`src/rtl/nibble_cmp_seq.sv`:
```
// nibble_cmp_seq: compares two WIDTH-bit operands by stepping one 4-bit
// comparator slice from the most-significant nibble down, one nibble per
// cycle. It stops at the first nibble that differs. Valid/ready handshakes
// are used on both the operand side and the result side.
module nibble_cmp_seq #(
  parameter int WIDTH = 16
) (
  input  logic             clk,
  input  logic             rst_n,
  input  logic             in_valid,
  output logic             in_ready,
  input  logic [WIDTH-1:0] a_in,
  input  logic [WIDTH-1:0] b_in,
  input  logic             signed_in,
  output logic             out_valid,
  input  logic             out_ready,
  output logic             lt,
  output logic             eq,
  output logic             gt,
  output logic             busy
);

  localparam int NIB = WIDTH / 4;
  localparam int IW  = (NIB > 1) ? $clog2(NIB) : 1;

  // One-hot cascade encoding {lt, eq, gt}, shared with the comparator slices.
  localparam logic [2:0] CASC_LT = 3'b100;
  localparam logic [2:0] CASC_EQ = 3'b010;
  localparam logic [2:0] CASC_GT = 3'b001;

  if (((WIDTH % 4) != 0) || (WIDTH < 4)) begin : g_width_check
    $error("nibble_cmp_seq: WIDTH must be a multiple of 4 and at least 4");
  end

  typedef enum logic [1:0] {
    S_IDLE = 2'b00,
    S_RUN  = 2'b01,
    S_DONE = 2'b10
  } state_t;

  // A 4-bit magnitude slice with a cascade input. A decided cascade passes
  // through unchanged, so the more-significant decision always wins.
  function automatic logic [2:0] cmp_slice(input logic [3:0] a_nib,
                                           input logic [3:0] b_nib,
                                           input logic [2:0] casc_in);
    logic [2:0] res;
    if (casc_in != CASC_EQ) begin
      res = casc_in;
    end else if (a_nib < b_nib) begin
      res = CASC_LT;
    end else if (a_nib > b_nib) begin
      res = CASC_GT;
    end else begin
      res = CASC_EQ;
    end
    return res;
  endfunction

  state_t          r_state;
  state_t          w_next_state;
  logic [WIDTH-1:0] r_a;
  logic [WIDTH-1:0] r_b;
  logic            r_signed;
  logic [IW-1:0]   r_idx;
  logic [2:0]      r_casc;
  logic            r_lt;
  logic            r_eq;
  logic            r_gt;
  logic            r_out_valid;

  logic            w_accept;
  logic            w_finish;
  logic            w_top;
  logic [3:0]      w_raw_a;
  logic [3:0]      w_raw_b;
  logic [3:0]      w_nib_a;
  logic [3:0]      w_nib_b;
  logic [2:0]      w_slice;

  // Select the current nibble. In signed mode the sign bit of the top nibble
  // is flipped, which maps two's-complement ordering onto unsigned ordering.
  always_comb begin
    w_raw_a = r_a[{r_idx, 2'b00} +: 4];
    w_raw_b = r_b[{r_idx, 2'b00} +: 4];
    w_top   = (r_idx == IW'(NIB - 1));
    w_nib_a = {w_raw_a[3] ^ (r_signed & w_top), w_raw_a[2:0]};
    w_nib_b = {w_raw_b[3] ^ (r_signed & w_top), w_raw_b[2:0]};
    w_slice = cmp_slice(w_nib_a, w_nib_b, r_casc);
  end

  // Next-state logic and the accept/finish strobes.
  always_comb begin
    w_next_state = r_state;
    w_accept     = 1'b0;
    w_finish     = 1'b0;
    case (r_state)
      S_IDLE: begin
        if (in_valid) begin
          w_accept     = 1'b1;
          w_next_state = S_RUN;
        end else begin
          w_next_state = S_IDLE;
        end
      end
      S_RUN: begin
        if ((w_slice != CASC_EQ) || (r_idx == IW'(0))) begin
          w_finish     = 1'b1;
          w_next_state = S_DONE;
        end else begin
          w_next_state = S_RUN;
        end
      end
      S_DONE: begin
        if (out_ready) begin
          w_next_state = S_IDLE;
        end else begin
          w_next_state = S_DONE;
        end
      end
      default: begin
        w_next_state = S_IDLE;
      end
    endcase
  end

  // State register.
  always_ff @(posedge clk) begin
    if (!rst_n) begin
      r_state <= S_IDLE;
    end else begin
      r_state <= w_next_state;
    end
  end

  // Operand capture, nibble walk, and the registered result flags.
  always_ff @(posedge clk) begin
    if (!rst_n) begin
      r_a         <= '0;
      r_b         <= '0;
      r_signed    <= 1'b0;
      r_idx       <= '0;
      r_casc      <= 3'b000;
      r_lt        <= 1'b0;
      r_eq        <= 1'b0;
      r_gt        <= 1'b0;
      r_out_valid <= 1'b0;
    end else begin
      if (w_accept) begin
        r_a      <= a_in;
        r_b      <= b_in;
        r_signed <= signed_in;
        r_idx    <= IW'(NIB - 1);
        r_casc   <= CASC_EQ;
      end else if (r_state == S_RUN) begin
        r_casc <= w_slice;
        if (w_finish) begin
          r_lt <= w_slice[2];
          r_eq <= w_slice[1];
          r_gt <= w_slice[0];
        end else begin
          r_idx <= r_idx - IW'(1);
        end
      end
      r_out_valid <= (w_next_state == S_DONE);
    end
  end

  assign in_ready  = (r_state == S_IDLE);
  assign busy      = (r_state != S_IDLE);
  assign out_valid = r_out_valid;
  assign lt        = r_lt;
  assign eq        = r_eq;
  assign gt        = r_gt;

endmodule

```
`config.mk`:
```
export PLATFORM = sky130hd
export DESIGN_NAME = nibble_cmp_seq
export DESIGN_NICKNAME = d
export VERILOG_FILES = /design/src/rtl/nibble_cmp_seq.sv
export SDC_FILE = /design/constraint.sdc
export NUM_CORES = 1
export LEC_CHECK = 0
export BUFFER_PORTS_ARGS = -buffer_cell sky130_fd_sc_hd__buf_2
export CELL_PAD_IN_SITES_DETAIL_PLACEMENT = 2
export CELL_PAD_IN_SITES_GLOBAL_PLACEMENT = 2
export CORE_MARGIN = 2
export CORE_UTILIZATION = 28
export CTS_BUF_LIST = sky130_fd_sc_hd__clkbuf_16
export DETAILED_ROUTE_END_ITERATION = 6
export PLACE_DENSITY = 0.68
export SLEW_MARGIN = 30
export SYNTH_ARGS = -nofsm -noshare
export SYNTH_HDL_FRONTEND = slang
export SYNTH_SLANG_ARGS = --single-unit
```
`constraint.sdc`:
```
create_clock -name clk -period 4.6 [get_ports clk]
set_clock_uncertainty 0.15 [all_clocks]
set_input_delay 0.92 -clock clk [delete_from_list [all_inputs] [get_ports clk]]
set_output_delay 0.92 -clock clk [all_outputs]
set_load 0.05 [all_outputs]
```
==> impl_metrics.json <==
{
  "status": "finished clean",
  "hold_depth": 2,
  "drt_wl_total_microns": 5080,
  "synth_seq_cells": 44,
  "slew_headroom_pct": 53.1,
  "r2r_cells": 7,
  "r2r_setup_slack_ns": 1.57,
  "period_needed_ns": 3.03,
  "worstHoldStart": "r_b[12]",
  "p_comb_share_pct": 19.9,
  "io_buffer_count": 42,
  "final_cell_mix": "73 x nand2_1, 44 x dfxtp_1, 42 x buf_2, 37 x a21boi_1, 8 x mux4_2",
  "holdWs_ns": 0.305,
  "cts_made_buffers": 5,
  "antenna_cells": 0,
  "grt_max_degree": 46,
  "vias": 1657,
  "clkPwrFrac_pct": 35.3,
  "die_y_microns": 90.0,
  "worstMarginPinSlew_ns": 0.703,
  "slew_violations": 0,
  "drtPass1Iterations": 4,
  "max_cap_violations": 0,
  "irDropWorstVdd_uv": 130,
  "h-tree-depth": 2,
  "antenna_found_initial": 0,
  "path_class": "reg2reg",
  "drc": 0,
  "clockBufferDepth": 2,
  "cts_tree": "done",
  "final_antenna_net_count": 0,
  "netlist_area_sq_mm": 0.00207,
  "gr-total-overflow": 0,
  "dpl.hpwl_microns": 3610,
  "yosysTopAreaCell": "dfxtp_1",
  "post-cts-setup-buffers": 0,
  "avgSynthCellArea_sq_um": 9.13,
  "rows": 31,
  "clock_latency_ns": 0.28,
  "grt_pass1_vias": 1789,
  "viasPerCell": 4.56,
  "power_switching_share_pct": 28.6,
  "cellInternalPower_mw": 0.686,
  "rsz0062_at_grt": "no",
  "synth_cell_types": 39,
  "arrival_ns": 3.05,
  "cp_max_fo": 11,
  "clockRootBuffer": "clkbuf_16",
  "layout.nets": 306,
  "yosys.area.top_type_share_pct": 42.5,
  "track_usage_pct": 13.4,
  "critPathTopFamily": "flip-flops",
  "r2r-start": "r_idx[0]",
  "end_kind": "register",
  "die-area_sq_mm": 0.00810,
  "core-area_sq_mm": 0.00721,
  "holdCritPathClass": "reg2reg",
  "leakage_nw": 1.02,
  "initial_core_util_pct": 28.7,
  "pin_count": 43,
  "fin_tns_setup_ns": 0,
  "gp_congestion": 0.774,
  "r2r-end": "gt",
  "cpPeakStageDelay_ns": 0.73,
  "powerDensity_mw_per_mm2": 386,
  "die_w_microns": 90.0,
  "seq_power_share_pct": 44.8,
  "critPathRequiredTime_ns": 4.62,
  "drive_above_1_share_pct": 26.1,
  "grt_pass1_wl_microns": 8830,
  "synthTopCellsByArea": "dfxtp_1 43%, a21boi_1 13%, nand2_1 13%",
  "wl_per_cell_microns": 14.0,
  "cp_slowest_cell": "dfxtp_1",
  "fin_crit_sh_pct": 65.8,
  "critPathBufInv": 0,
  "netlist_instances": 227,
  "hold_violations": 0,
  "p_sw_mw": 0.275,
  "final_common_cell": "nand2_1",
  "cp_cell_sequence": "mux4_2 -> xnor2_1 -> ha_1 -> a211oi_2 -> and2_4 -> o21ai_4 -> a31o_1",
  "max_freq_ghz": 0.330,
  "hold_buffers": 0,
  "post_cts_resized": 0,
  "start_kind": "register",
  "clk_pin_slew_ns": 0.06,
  "cts.sink_count": 44,
  "synth-seq-area-share_pct": 42.5,
  "ys_warn_count": 0,
  "min_to": "r_b[12]",
  "setup_viol": 0,
  "synth_fp_nets": 270,
  "area.growth.synth_to_final_pct": 20.1,
  "drtIter0Drc": 44
}
-- power groups by stage --
stage,logic (mW),registers [mW],clock network [mW]
after CTS,0.195,0.432,0.354
after detailed placement,0.193,0.439,0
after floorplan,0.149,0.431,0
after global routing,0.216,0.435,0.370
after global placement,0.189,0.438,0
final,0.191,0.431,0.340
-- cell type report --
cell class | instances | area (sq um)
Clock buffer | 5 | 125
Clock inverter | 3 | 13.8
Fill cell | 854 | 4730
Inverter | 6 | 22.5
Multi-Input combinational cell | 163 | 1100
Sequential cell | 44 | 881
Tap cell | 99 | 124
Timing Repair Buffer | 43 | 218
-- layer usage --
metal	vias to the layer above	track usage (%)	routed length, microns
met5	-	0	0
met1	786	18.4	2520
met2	26	21.4	2360
met4	0	3.08	24
met3	2	3.27	183
li1	843	-	-
-- cell families (layout without fill, tap and decap cells) --
logic type               Yosys count  in the layout  share of synthesized area (%)
XOR/XNOR                           3              3                           1.27
AND/OR/NAND/NOR                   91             91                           18.6
multiplexers                       9              9                           9.18
buffers and inverters             20             57                           4.23
adder cells (fa/ha/maj)            6              6                           3.62
flip-flops                        44             44                           42.5
AO/OA/AOI/OAI                     54             54                           20.6
-- worst max path at each step --
stage / startpoint / end / slack, ns / cells past startpoint
finish: r_idx[0] / gt / 1.57 / 7
global route: r_idx[0] / gt / 1.37 / 7
CTS: r_idx[0] / gt / 1.54 / 7
detailed placement: r_idx[0] / gt / 1.58 / 7
global placement: r_idx[0] / gt / 1.62 / 7
floorplan: r_idx[0] / gt / 1.97 / 8
-- synthesized netlist by cell type --
| cell | number |
|---|---|
| xnor2_1 | 2 |
| o311a_1 | 1 |
| inv_1 | 6 |
| o21a_1 | 2 |
| a211oi_2 | 1 |
| o22ai_1 | 1 |
| a31o_1 | 1 |
| nor2_2 | 1 |
| nand3_1 | 2 |
| and2_1 | 1 |
| nand2_1 | 73 |
| o211ai_1 | 1 |
| and2_4 | 1 |
| xor2_1 | 1 |
| a21boi_1 | 37 |
| buf_4 | 2 |
| nor3_1 | 1 |
| a21oi_4 | 1 |
| and2b_2 | 1 |
| a41o_2 | 1 |
| nor2b_1 | 1 |
| nand4_1 | 1 |
| o211ai_2 | 1 |
| o21ai_0 | 1 |
| and2b_1 | 1 |
| mux2i_1 | 1 |
| dfxtp_1 | 44 |
| nand2b_1 | 1 |
| nor2_1 | 4 |
| nor4_1 | 1 |
| nand2_2 | 1 |
| nand4_2 | 1 |
| o21ai_4 | 1 |
| buf_2 | 4 |
| a21oi_1 | 3 |
| ha_1 | 6 |
| a31oi_1 | 2 |
| clkbuf_1 | 8 |
| mux4_2 | 8 |
-- tightest hold or removal path, stage by stage, from the launching register on --
cell and delay [ns]:
dfxtp_1 0.31, nand2_1 0.05, a21boi_1 0.05
-- state kept, by name, summed over array words and instances, names as in the netlist --
| signal | count |
|---|---|
| r_a | 16 |
| r_b | 16 |
| r_casc | 3 |
| r_idx | 2 |
| r_state | 2 |
| eq | 1 |
| gt | 1 |
| lt | 1 |
| out_valid | 1 |
| r_signed | 1 |
-- through the flow --
step	instance area, sq um	power, mW	instances	utilization, %	setup WS, ns
finish	2490	0.961	363	34.5	1.57
global route	2490	1.02	363	34.5	1.37
floorplan	2070	0.580	227	-	1.97
detailed placement	2350	0.633	355	32.6	1.58
global placement	2350	0.627	355	32.6	1.62
CTS	2490	0.981	363	34.5	1.54
Power figures use the tool's default switching activity.
